[src/rtl/bcd_display_scanner.sv]
// -----------------------------------------------------------------------------
// bcd_display_scanner
//   Time-multiplexes a signed 3-digit BCD value onto a 4-digit common-anode
//   7-segment display (ones, tens, hundreds, sign).
//   - New values are captured into a pending register on data_ready.
//   - The pending value is committed to the displayed (active) value only at
//     digit-slot boundaries, so a lit digit never changes mid-slot.
//   - Leading zeros of hundreds/tens are blanked; nibbles above 9 show 'E'.
//   - Each slot starts with DEAD_CYCLES of all-anodes-off to avoid ghosting.
//   All outputs are registered and active-low.
// -----------------------------------------------------------------------------
module bcd_display_scanner #(
  parameter int REFRESH_BITS = 16,
  parameter int DEAD_CYCLES  = 4
) (
  input  logic       clk,
  input  logic       rst,
  input  logic       sign,
  input  logic [3:0] hundreds,
  input  logic [3:0] tens,
  input  logic [3:0] ones,
  input  logic       data_ready,
  output logic [3:0] an,
  output logic [6:0] seg,
  output logic       dp
);

  // Digit slots in scan order; the value doubles as the anode bit position.
  typedef enum logic [1:0] {
    DIG_ONES     = 2'd0,
    DIG_TENS     = 2'd1,
    DIG_HUNDREDS = 2'd2,
    DIG_SIGN     = 2'd3
  } digit_t;

  typedef struct packed {
    logic       sign;
    logic [3:0] hundreds;
    logic [3:0] tens;
    logic [3:0] ones;
  } bcd_value_t;

  localparam logic [REFRESH_BITS-1:0] DEAD_LIMIT = REFRESH_BITS'(DEAD_CYCLES);
  localparam logic [REFRESH_BITS-1:0] CNT_LAST   = '1;

  localparam logic [6:0] SEG_BLANK = 7'b1111111;
  localparam logic [6:0] SEG_ERROR = 7'b0000110;
  localparam logic [6:0] SEG_MINUS = 7'b0111111;

  logic [REFRESH_BITS-1:0] cnt;
  digit_t                  idx;
  bcd_value_t              pending;
  bcd_value_t              active;
  logic                    slot_wrap;

  logic [3:0]              an_next;
  logic [6:0]              seg_next;

  // Segment pattern {g,f,e,d,c,b,a}, active-low; anything above 9 reads as 'E'.
  function automatic logic [6:0] encode_digit(input logic [3:0] d);
    case (d)
      4'd0:    encode_digit = 7'b1000000;
      4'd1:    encode_digit = 7'b1111001;
      4'd2:    encode_digit = 7'b0100100;
      4'd3:    encode_digit = 7'b0110000;
      4'd4:    encode_digit = 7'b0011001;
      4'd5:    encode_digit = 7'b0010010;
      4'd6:    encode_digit = 7'b0000010;
      4'd7:    encode_digit = 7'b1111000;
      4'd8:    encode_digit = 7'b0000000;
      4'd9:    encode_digit = 7'b0010000;
      default: encode_digit = SEG_ERROR;
    endcase
  endfunction

  assign slot_wrap = (cnt == CNT_LAST);

  // Decimal point is never used.
  assign dp = 1'b1;

  // Next anode/segment pattern from the current slot position and active value.
  always_comb begin
    // NOTE: every combinational output gets a default first so no path can infer a latch.
    an_next  = 4'b1111;
    seg_next = SEG_BLANK;
    if (cnt >= DEAD_LIMIT) begin
      an_next = ~(4'b0001 << idx);
      unique case (idx)
        DIG_ONES: seg_next = encode_digit(active.ones);
        DIG_TENS: begin
          if (active.tens > 4'd9)
            seg_next = SEG_ERROR;
          else if (active.tens == 4'd0 && active.hundreds == 4'd0)
            seg_next = SEG_BLANK;
          else
            seg_next = encode_digit(active.tens);
        end
        DIG_HUNDREDS: begin
          if (active.hundreds == 4'd0)
            seg_next = SEG_BLANK;
          else
            seg_next = encode_digit(active.hundreds);
        end
        DIG_SIGN: seg_next = active.sign ? SEG_MINUS : SEG_BLANK;
        default:  seg_next = SEG_BLANK;
      endcase
    end
  end

  // Slot counter, digit index, capture/commit registers and registered outputs.
  always_ff @(posedge clk) begin
    if (rst) begin
      cnt     <= '0;
      idx     <= DIG_ONES;
      pending <= '0;
      active  <= '0;
      an      <= 4'b1111;
      seg     <= SEG_BLANK;
    end else begin
      cnt <= cnt + 1'b1;
      if (slot_wrap) begin
        idx    <= digit_t'(idx + 2'd1);
        // NOTE: non-blocking assignment makes a same-edge capture land in pending
        // only after active has already taken the previous pending value.
        active <= pending;
      end
      if (data_ready)
        pending <= '{sign: sign, hundreds: hundreds, tens: tens, ones: ones};
      an  <= an_next;
      seg <= seg_next;
    end
  end

endmodule
[config.mk]
export PLATFORM = sky130hd
export DESIGN_NAME = bcd_display_scanner
export DESIGN_NICKNAME = d
export VERILOG_FILES = /design/src/rtl/bcd_display_scanner.sv
export SDC_FILE = /design/constraint.sdc
export NUM_CORES = 1
export LEC_CHECK = 0
export CAP_MARGIN = 20
export CORE_ASPECT_RATIO = 0.9
export CORE_MARGIN = 2
export CORE_UTILIZATION = 50
export CTS_BUF_LIST = sky130_fd_sc_hd__clkbuf_8
export CTS_CLUSTER_DIAMETER = 30
export DETAILED_ROUTE_END_ITERATION = 7
export PLACE_DENSITY_LB_ADDON = 0.25
export RECOVER_POWER = 100
export SLEW_MARGIN = 5
export SYNTH_ARGS = -nofsm -noshare
export SYNTH_HDL_FRONTEND = slang
export SYNTH_SLANG_ARGS = --single-unit
export TNS_END_PERCENT = 100
[constraint.sdc]
create_clock -name clk -period 3.8 [get_ports clk]
set_clock_uncertainty 0.05 [all_clocks]
set_input_delay 0.57 -clock clk [delete_from_list [all_inputs] [get_ports clk]]
set_output_delay 0.57 -clock clk [all_outputs]
set_load 0.02 [all_outputs]
==> reports/summary.txt, run 1 <==
Seq cells post-synth: 76
Resized Gates After CTS: 0
asr flop ratio synth: 0%
Buffers on Ports: 26
CTS tree: built
row count: 29
yosys warns: 0
crit-path cells: ha_1, and3_1, and4_4, nand2_4, mux2i_1, or2_2, ha_1, mux2_2, o2111ai_1, o2bb2ai_1
Worst VDD drop: 0.2781 mV
die width: 94.43 um
Post-CTS Setup Repair Bufs: 0
outcome: finished, violations left
Final Max Slew Viols: 52
CTS Buffer Depth: 2
Clk Latency, worst-skew pair: 340 ps
commonest register cell after synthesis: dfxtp_1
Max-Cap Viols: 1
syn_nets: 431
critical path class: reg2reg
mapped cell area: 3680 um2
io pins: 28
CP arrival: 3240 ps
proportion of layout cells with a drive suffix above 1: 8.959%
antenna violations before repair: 0
FF-to-FF Start: cnt[0]
clk sink count: 76
most frequent CP cell: ha_1
sequential fraction of the synthesis area: 41.35%
worst hold path depth: 1
Critical-path top delay cell: and4_4
Crit. End Element: flip-flop
Detail Route Antenna Nets: 0
routed vias: 2850
diodes inserted: 0
Via-to-Cell Ratio: 5.632
RSZ-0062 raised after global routing: false
Max Clk Rate: 319.1 MHz
root buffer cell: clkbuf_8
Routed WL: 7438 um
Starting Density: 52.01%
DRC Markers: 0
die area: 8063 um2
failing checks: max-capacitance violations, max-slew violations
relative slew slack: -30.98%
Synth Area per Inst: 9.363 um2
area grow syn2layout: 12.65%
beginning of the critical path: cnt[0]
core area: 7076 um2
final std cells w/o fill: 506
Worst Hold Launch: cnt[0]
Tmin final: 3133 ps
Slew @ Worst Pin: 1965 ps
Max H-tree Level: 3
clock slew at reported path FFs: 70 ps
Fillers: 635
TNS Setup: 0 ps
Placed Area: 3926 um2
Nets: 447
final setup violation count: 0
Crit path required time: 3910 ps
gp weighted congestion: 0.9558
Power Density: 389.4 nW/um2
placed cells: 491
Final Hold Fails: 0
Die Height: 85.39 um
number of global-route vias before repair: 2490
largest net degree at the start of global routing: 52
DR pass1 iterations: 6
WL/cell: 14.70 um
max incr delay on CP: 430 ps
CP Launch Type: flip-flop
Post-synth EDFFs: 0
Netlist cell types: 58
first-pass GRT wire length: 12490 um
total track usage: 19.99%
LEAKAGE: 0.001561 uW
Initial DRC Count: 210
design area: 4145 um2
HP Class: reg2reg
Hold Buf Count CTS: 0
Mapped Cells: 393
Final Cycle Share: 82.46%
CP Max Fanout: 22
worst reg2reg path depth: 10
Post-DP HPWL: 5335 um
Congestion Overflow GR: 0
total CTS buffers: 9
==> cell usage in the layout, fill, tap and decap left out, types with 6 or more instances in the layout <==
cell type	count
dlygate4sd3_1	11
a32o_1	10
and3_1	7
ha_1	22
inv_1	18
o21ai_0	20
nor2_1	56
nor4_1	7
nand3_1	6
clkbuf_8	9
a21oi_1	7
dfxtp_1	76
or2_2	6
clkdlybuf4s50_1	14
xor2_1	9
mux2i_1	23
nor3_1	7
nand2_1	23
==> cells in the mapped netlist, types with 5 or more instances <==
| library cell | n | area share [%] |
|---|---|---|
| nor4_1 | 7 | 1.2 |
| nand2_1 | 23 | 2.3 |
| o21ai_0 | 20 | 2.7 |
| nor2_1 | 56 | 5.7 |
| nand3_1 | 6 | 0.82 |
| or2_2 | 6 | 1.0 |
| clkbuf_1 | 9 | 0.92 |
| a21oi_1 | 5 | 0.68 |
| mux2i_1 | 23 | 6.3 |
| a32o_1 | 10 | 2.7 |
| and3_1 | 7 | 1.2 |
| inv_1 | 18 | 1.8 |
| ha_1 | 22 | 7.5 |
| nor3_1 | 7 | 0.95 |
| dfxtp_1 | 76 | 41 |
| xor2_1 | 9 | 2.1 |
==> where the power goes <==
group,switching [uW],internal [uW]
combinational,32.9,31.6
sequential,13.0,810
clock,292,435
total,338,1280
==> routing by layer <==
| metal | share of wire [%] | global-route usage, % | vias up |
|---|---|---|---|
| met5 | 0 | 0 | - |
| met4 | 0.79 | 5.270 | 0 |
| met3 | 6.4 | 6.039 | 8 |
| met2 | 43 | 28.64 | 97 |
| met1 | 50 | 29.29 | 1321 |
| li1 | - | - | 1424 |
==> through the flow <==
stage	setup WS (ps)	total power, uW	hold slack, ps	utilization (%)
global placement	848.2	905.4	394.7	55.49
finish	666.6	1614	418.7	58.59
CTS	720.7	1630	429.1	58.83
detailed placement	739.8	907.3	411.3	55.49
floorplan	1216	877.1	380.0	-
global route	464.1	1668	448.2	58.59
==> area by class of cell <==
cell class / instances / area [um2] / share of cell area (%)
Clock buffer: 9 / 123.9 / 2.988
Clock inverter: 6 / 112.6 / 2.717
Inverter: 18 / 67.56 / 1.630
Multi-Input combinational cell: 277 / 1942 / 46.85
Sequential cell: 76 / 1521 / 36.70
Tap cell: 93 / 116.4 / 2.807
Timing Repair Buffer: 27 / 261.5 / 6.308
==> worst paths after layout <==
kind	end	slack, ps
min reg2reg	cnt[0]	420
max reg2reg	flip-flop	670
min	cnt[0]	420
max	flip-flop	670
==> cell families after synthesis <==
family          Yosys count  synth area share (%)
compound gates           83                 17.24
xor+xnor                 13                 3.094
fa+ha+maj                22                 7.480
buf+inv                  40                 5.440
flops                    76                 41.35
mux                      25                 6.868
other cells               1                0.1019
simple gates            133                 18.43
==> worst max-delay path: cells and delay by family (launching register included) <==
| kind | cells | cell delay, ps |
|---|---|---|
| compound gates | 2 | 280 |
| mux | 2 | 480 |
| flops | 1 | 380 |
| simple gates | 4 | 1330 |
| fa+ha+maj | 2 | 430 |
(Power assumes the default switching activity.)
==> inputs of run 2 (changes only) <==
Clock period 3.8 ns to 2.97 ns, I/O delays scaled along.
==> run 2 against run 1 <==
The flow now finishes without violations; sequential share of layout area fell by 0.24 points; final cell count up 1.4%; worst setup slack worse by 430 ps; register-to-register slack lost 430 ps; wire length grew 3.9%; global-route usage up 0.36 points; fmax rose by 15%; sequential cell count stayed put; via count grew 3.9%; count of clock-buffer cells in the layout stayed put; final area is 0.66% higher; first-iteration DRC count down 27%; critical path type unchanged; largest cell class unchanged.
==> reports/summary.txt, run 2 (synthesis gave the netlist of run 1 again) <==
outcome: completed
switching part of the total power: 21.06% (+0.11 points)
Post-DP HPWL: 5525 um (+3.6%)
Final Cycle Share: 92.00% (+9.5 points)
Comb power frac: 4.0% (about the same)
Post-CTS Setup Repair Bufs: 0 (unchanged)
Crit. End Element: flip-flop
Setup WS post-layout: 237.7 ps (-428.9 ps)
Buffers on Ports: 26 (unchanged)
clk sink count: 76 (unchanged)
WL/cell: 15.07 um (+2.5%)
Via-to-Cell Ratio: 5.774 (+2.5%)
clock slew at reported path FFs: 70 ps (about the same)
total track usage: 20.35% (+0.36 points)
Die Height: 85.39 um (unchanged)
Congestion Overflow GR: 0 (unchanged)
row count: 29 (unchanged)
Max-Cap Viols: 0 (-1)
Nets: 454 (+1.6%)
CTS tree: built
CP arrival: 2910 ps (-330 ps)
Final Max Slew Viols: 0 (-100%)
register share of total power: 51.0% (about the same)
CP Max Fanout: 22 (unchanged)
Worst VDD drop: 0.3256 mV (+17%)
die width: 94.43 um (unchanged)
final setup violation count: 0 (unchanged)
Fillers: 635 (unchanged)
Initial DRC Count: 153 (-27%)
area grow syn2layout: 13.40%
commonest non-fill, non-tap cell in the layout: dfxtp_1
P_int: 1631 uW (+28%)
Hold Buf Count CTS: 0 (unchanged)
DRC Markers: 0 (unchanged)
Psw: 435.4 uW (+29%)
Placed Area: 3979 um2 (+1.3%)
largest net degree at the start of global routing: 33 (-37%)
Clk Latency, worst-skew pair: 350 ps (about the same)
Routed WL: 7729 um (+3.9%)
commonest cells after routing, fill and taps aside: 76 x dfxtp_1, 57 x nor2_1, 23 x mux2i_1, 23 x nand2_1, 22 x ha_1
LEAKAGE: 0.001575 uW (+0.89%)
CP Launch Type: flip-flop
clock share of power: 45.0% (about the same)
routed vias: 2962 (+3.9%)
placed cells: 498 (+1.4%)
Slew @ Worst Pin: 1234 ps (-730.3 ps)
CTS Buffer Depth: 2 (unchanged)
die area: 8063 um2 (unchanged)
Resized Gates After CTS: 0 (unchanged)
design area: 4173 um2 (+0.66%)
Tmin final: 2732 ps (-401.1 ps)
proportion of layout cells with a drive suffix above 1: 8.810% (-0.15 points)
first-pass GRT wire length: 12890 um (+3.2%)
relative slew slack: 17.71% (+49 points)
number of global-route vias before repair: 2715 (+9.0%)
antenna violations before repair: 0 (unchanged)
RSZ-0062 raised after global routing: false
Crit path required time: 3150 ps (-760 ps)
TNS Setup: 0 ps (unchanged)
Placement Setup Slack: 306.8 ps (-433.1 ps)
gp weighted congestion: 0.8963 (-6.2%)
io pins: 28 (unchanged)
DR pass1 iterations: 7 (+1)
diodes inserted: 0 (unchanged)
total CTS buffers: 9 (unchanged)
Detail Route Antenna Nets: 0 (unchanged)
final std cells w/o fill: 513 (+1.4%)
Final Hold Fails: 0 (unchanged)
Starting Density: 52.01% (unchanged)
Power Density: 495.3 nW/um2 (+27%)
Max H-tree Level: 3 (unchanged)
HP Class: reg2reg
root buffer cell: clkbuf_8
core area: 7076 um2 (unchanged)
Max Clk Rate: 366.0 MHz (+15%)
critical path class: reg2reg
==> run 2: path summary, 6_finish.rpt <==
| check | startpoint | endpoint | slack (ps) | cells past startpoint |
|---|---|---|---|---|
| worst min-delay path | cnt[0] | cnt[0] | 440 | 1 |
| worst min register to register | cnt[0] | cnt[0] | 440 | 1 |
| worst max-delay path | cnt[0] | flip-flop | 240 | 10 |
| worst max register to register | cnt[0] | flip-flop | 240 | 10 |
==> run 2: area by class of cell <==
type                    instances  area (um2)  area share, %
clock inverters                 6       111.4          2.669
clock buffers                   9       123.9          2.969
flip-flops and latches         76        1521          36.46
repair buffers                 34       302.8          7.256
well taps                      93       116.4          2.789
inverters                      18       67.56          1.619
multi-input cells             277        1929          46.24
==> run 2: routing by layer <==
| layer | vias to the layer above | global-route usage [%] | part of all wire (%) |
|---|---|---|---|
| li1 | 1440 | - | - |
| met1 | 1394 | 26.44 | 46 |
| met2 | 120 | 32.53 | 46 |
| met3 | 8 | 4.618 | 6.2 |
| met4 | 0 | 8.696 | 1.3 |
| met5 | - | 0 | 0 |
==> run 2: critical path, cell delays in order (launching register included) <==
cell       delay, ps
dfxtp_1          400
ha_1             200
and3_1           180
and4_1           260
nand2_4          210
mux2i_1          210
or2_2            330
ha_1             240
mux2_2           280
o2111ai_1        170
o2bb2ai_1         80
==> run 2: through the flow <==
| step | hold slack, ps | power (uW) | util (%) |
|---|---|---|---|
| global placement | 395.4 | 1162 | 56.23 |
| detailed placement | 419.5 | 1164 | 56.23 |
| global route | 467.3 | 2151 | 58.97 |
| CTS | 437.9 | 2098 | 59.56 |
| finish | 436.8 | 2067 | 58.97 |
| floorplan | 380.0 | 1122 | - |
==> run 2: power by group through the flow <==
stage	Sequential [uW]	Clock (uW)	Combinational (uW)
floorplan	1080	0	46.0
global placement	1080	0	84.9
detailed placement	1080	0	86.4
CTS	1050	957	87.0
global route	1060	1000	90.6
finish	1050	929	83.4
==> inputs of run 3 (changes only) <==
Settings changed: ABC_CLOCK_PERIOD_IN_PS from default to 2970, SETUP_SLACK_MARGIN from default to 0.1.
==> run 3 against run 2 <==
Sequential share of layout area is 0.22 points lower; wire length is 0.10% lower; total power is 0.15% higher; hold slack hardly changed; critical path type unchanged; sequential power hardly changed; final cell count stayed put; fmax is 1.7% higher; non-clock buffer count stayed put; die area stayed put; highest routed layer unchanged; worst setup slack better by 45 ps.
==> reports/summary.txt, run 3 (synthesis gave the netlist of run 1 again) <==
worst hold path depth: 1 (unchanged)
row count: 29 (unchanged)
crit-path cells: ha_1, and3_1, and4_4, nand2_8, mux2i_1, or2_2, ha_1, mux2_2, o2111ai_1, o2bb2ai_1
HP Class: reg2reg
routed vias: 2936 (-0.88%)
DRC Markers: 0 (unchanged)
Comb power frac: 4.0% (about the same)
placed cells: 498 (unchanged)
DR pass1 iterations: 6 (-1)
Psw: 438.6 uW (+0.74%)
Final Max Slew Viols: 0 (unchanged)
Detail Route Antenna Nets: 0 (unchanged)
Levels on crit path: 10 (unchanged)
relative slew slack: 12.43% (-5.3 points)
area grow syn2layout: 14.08%
worst hold margin: 436.4 ps (-0.4050 ps)
total track usage: 20.35% (unchanged)
commonest cells after routing, fill and taps aside: 76 x dfxtp_1, 56 x nor2_1, 23 x mux2i_1, 23 x nand2_1, 22 x ha_1
clock share of power: 45.1% (about the same)
register share of total power: 50.9% (about the same)
Critical-path top delay cell: dfxtp_1
max incr delay on CP: 400 ps (about the same)
total CTS buffers: 9 (unchanged)
gp weighted congestion: 0.8963 (unchanged)
CP arrival: 2830 ps (-80 ps)
Max-Cap Viols: 0 (unchanged)
Worst Hold Launch: cnt[0]
RSZ-0062 raised after global routing: false
antenna violations before repair: 0 (unchanged)
Via-to-Cell Ratio: 5.723 (-0.88%)
die area: 8063 um2 (unchanged)
number of global-route vias before repair: 2715 (unchanged)
clk sink count: 76 (unchanged)
beginning of the critical path: cnt[0]
r2r setup slk: 280 ps (+40 ps)
Bufs and invs on worst path: 0 (unchanged)
Max H-tree Level: 3 (unchanged)
core area: 7076 um2 (unchanged)
WL/cell: 15.05 um (-0.10%)
Clk Latency, worst-skew pair: 350 ps (about the same)
switching part of the total power: 21.19% (+0.12 points)
commonest non-fill, non-tap cell in the layout: dfxtp_1
root buffer cell: clkbuf_8
final std cells w/o fill: 513 (unchanged)
Slew @ Worst Pin: 1314 ps (+79.16 ps)
worst reg2reg path depth: 10 (unchanged)
outcome: completed
P_int: 1631 uW (about the same)
Congestion Overflow GR: 0 (unchanged)
TNS Setup: 0 ps (unchanged)
Final Cycle Share: 90.48% (-1.5 points)
first-pass GRT wire length: 12890 um (unchanged)
Worst VDD drop: 0.3258 mV (about the same)
most frequent CP cell: ha_1
Die Height: 85.39 um (unchanged)
die width: 94.43 um (unchanged)
CP Launch Type: flip-flop
Final Hold Fails: 0 (unchanged)
Post-DP HPWL: 5525 um (unchanged)
CP top delay family: simple AND/OR/NAND/NOR gates
Power Density: 493.1 nW/um2 (-0.45%)
critical path class: reg2reg
LEAKAGE: 0.001562 uW (-0.80%)
Buffers on Ports: 26 (unchanged)
Initial DRC Count: 156 (+2.0%)
Max Clk Rate: 372.1 MHz (+1.7%)
final setup violation count: 0 (unchanged)
Routed WL: 7721 um (-0.10%)
Nets: 454 (unchanged)
clock slew at reported path FFs: 80 ps (about the same)
io pins: 28 (unchanged)
CTS Buffer Depth: 2 (unchanged)
diodes inserted: 0 (unchanged)
CTS tree: built
Crit. End Element: flip-flop
Crit path required time: 3110 ps (-40 ps)
largest net degree at the start of global routing: 33 (unchanged)
FF-to-FF Start: cnt[0]
Tmin final: 2687 ps (-44.98 ps)
proportion of layout cells with a drive suffix above 1: 10.00% (+1.2 points)
Starting Density: 52.01% (unchanged)
CP Max Fanout: 22 (unchanged)
[run 3: timing repair]
| item | 4_1_cts | 5_1_grt |
|---|---|---|
| hold buffers | 0 | 0 |
| setup buffers | 0 | 0 |
| gates resized for setup | 0 | 1 |
| setup endpoints to repair | 0 | 1 |
[run 3: area by class of cell]
class | instances | area [um2]
Timing Repair Buffer | 34 | 302.8
Inverter | 18 | 67.56
Clock inverter | 6 | 111.4
Fill cell | 628 | 2878
Clock buffer | 9 | 123.9
Sequential cell | 76 | 1521
Tap cell | 93 | 116.4
Multi-Input combinational cell | 277 | 1954
[run 3: path summary, 6_finish.rpt]
check / end
setup / recovery: flip-flop
hold / removal: cnt[0]
setup reg to reg: flip-flop
hold reg to reg: cnt[0]
[run 3: through the flow]
stage	instance area (um2)	setup WS (ps)	util, %	total power [uW]
detailed placement	3979	306.8	56.23	1164
finish	4198	282.7	59.33	2070
global route	4198	88.95	59.33	2151
floorplan	3680	385.8	-	1122
CTS	4214	273.9	59.56	2098
global placement	3979	391.8	56.23	1162
[run 3: routing by layer]
metal | part of all wire, % | vias up | global-route usage, % | wire length [um]
met5 | 0 | - | 0 | 0
met4 | 1.6 | 0 | 8.696 | 121
met3 | 5.2 | 10 | 4.618 | 401
met2 | 46 | 90 | 32.53 | 3540
met1 | 47 | 1395 | 26.44 | 3657
li1 | - | 1441 | - | -
[run 3: worst register-to-register path, cell delays in order, from the launching register on]
cell and delay (ps):
dfxtp_1 400, ha_1 200, and3_1 180, and4_4 270, nand2_8 140, mux2i_1 200, or2_2 330, ha_1 240
mux2_2 280, o2111ai_1 170, o2bb2ai_1 80
[run 3: power by group through the flow]
stage | Clock [uW] | Combinational (uW) | Sequential [uW]
2_1_floorplan | 0 | 46.0 | 1080
3_3_place_gp | 0 | 84.9 | 1080
3_5_place_dp | 0 | 86.4 | 1080
4_1_cts | 957 | 87.0 | 1050
5_1_grt | 1000 | 90.7 | 1060
6_report | 933 | 83.4 | 1050
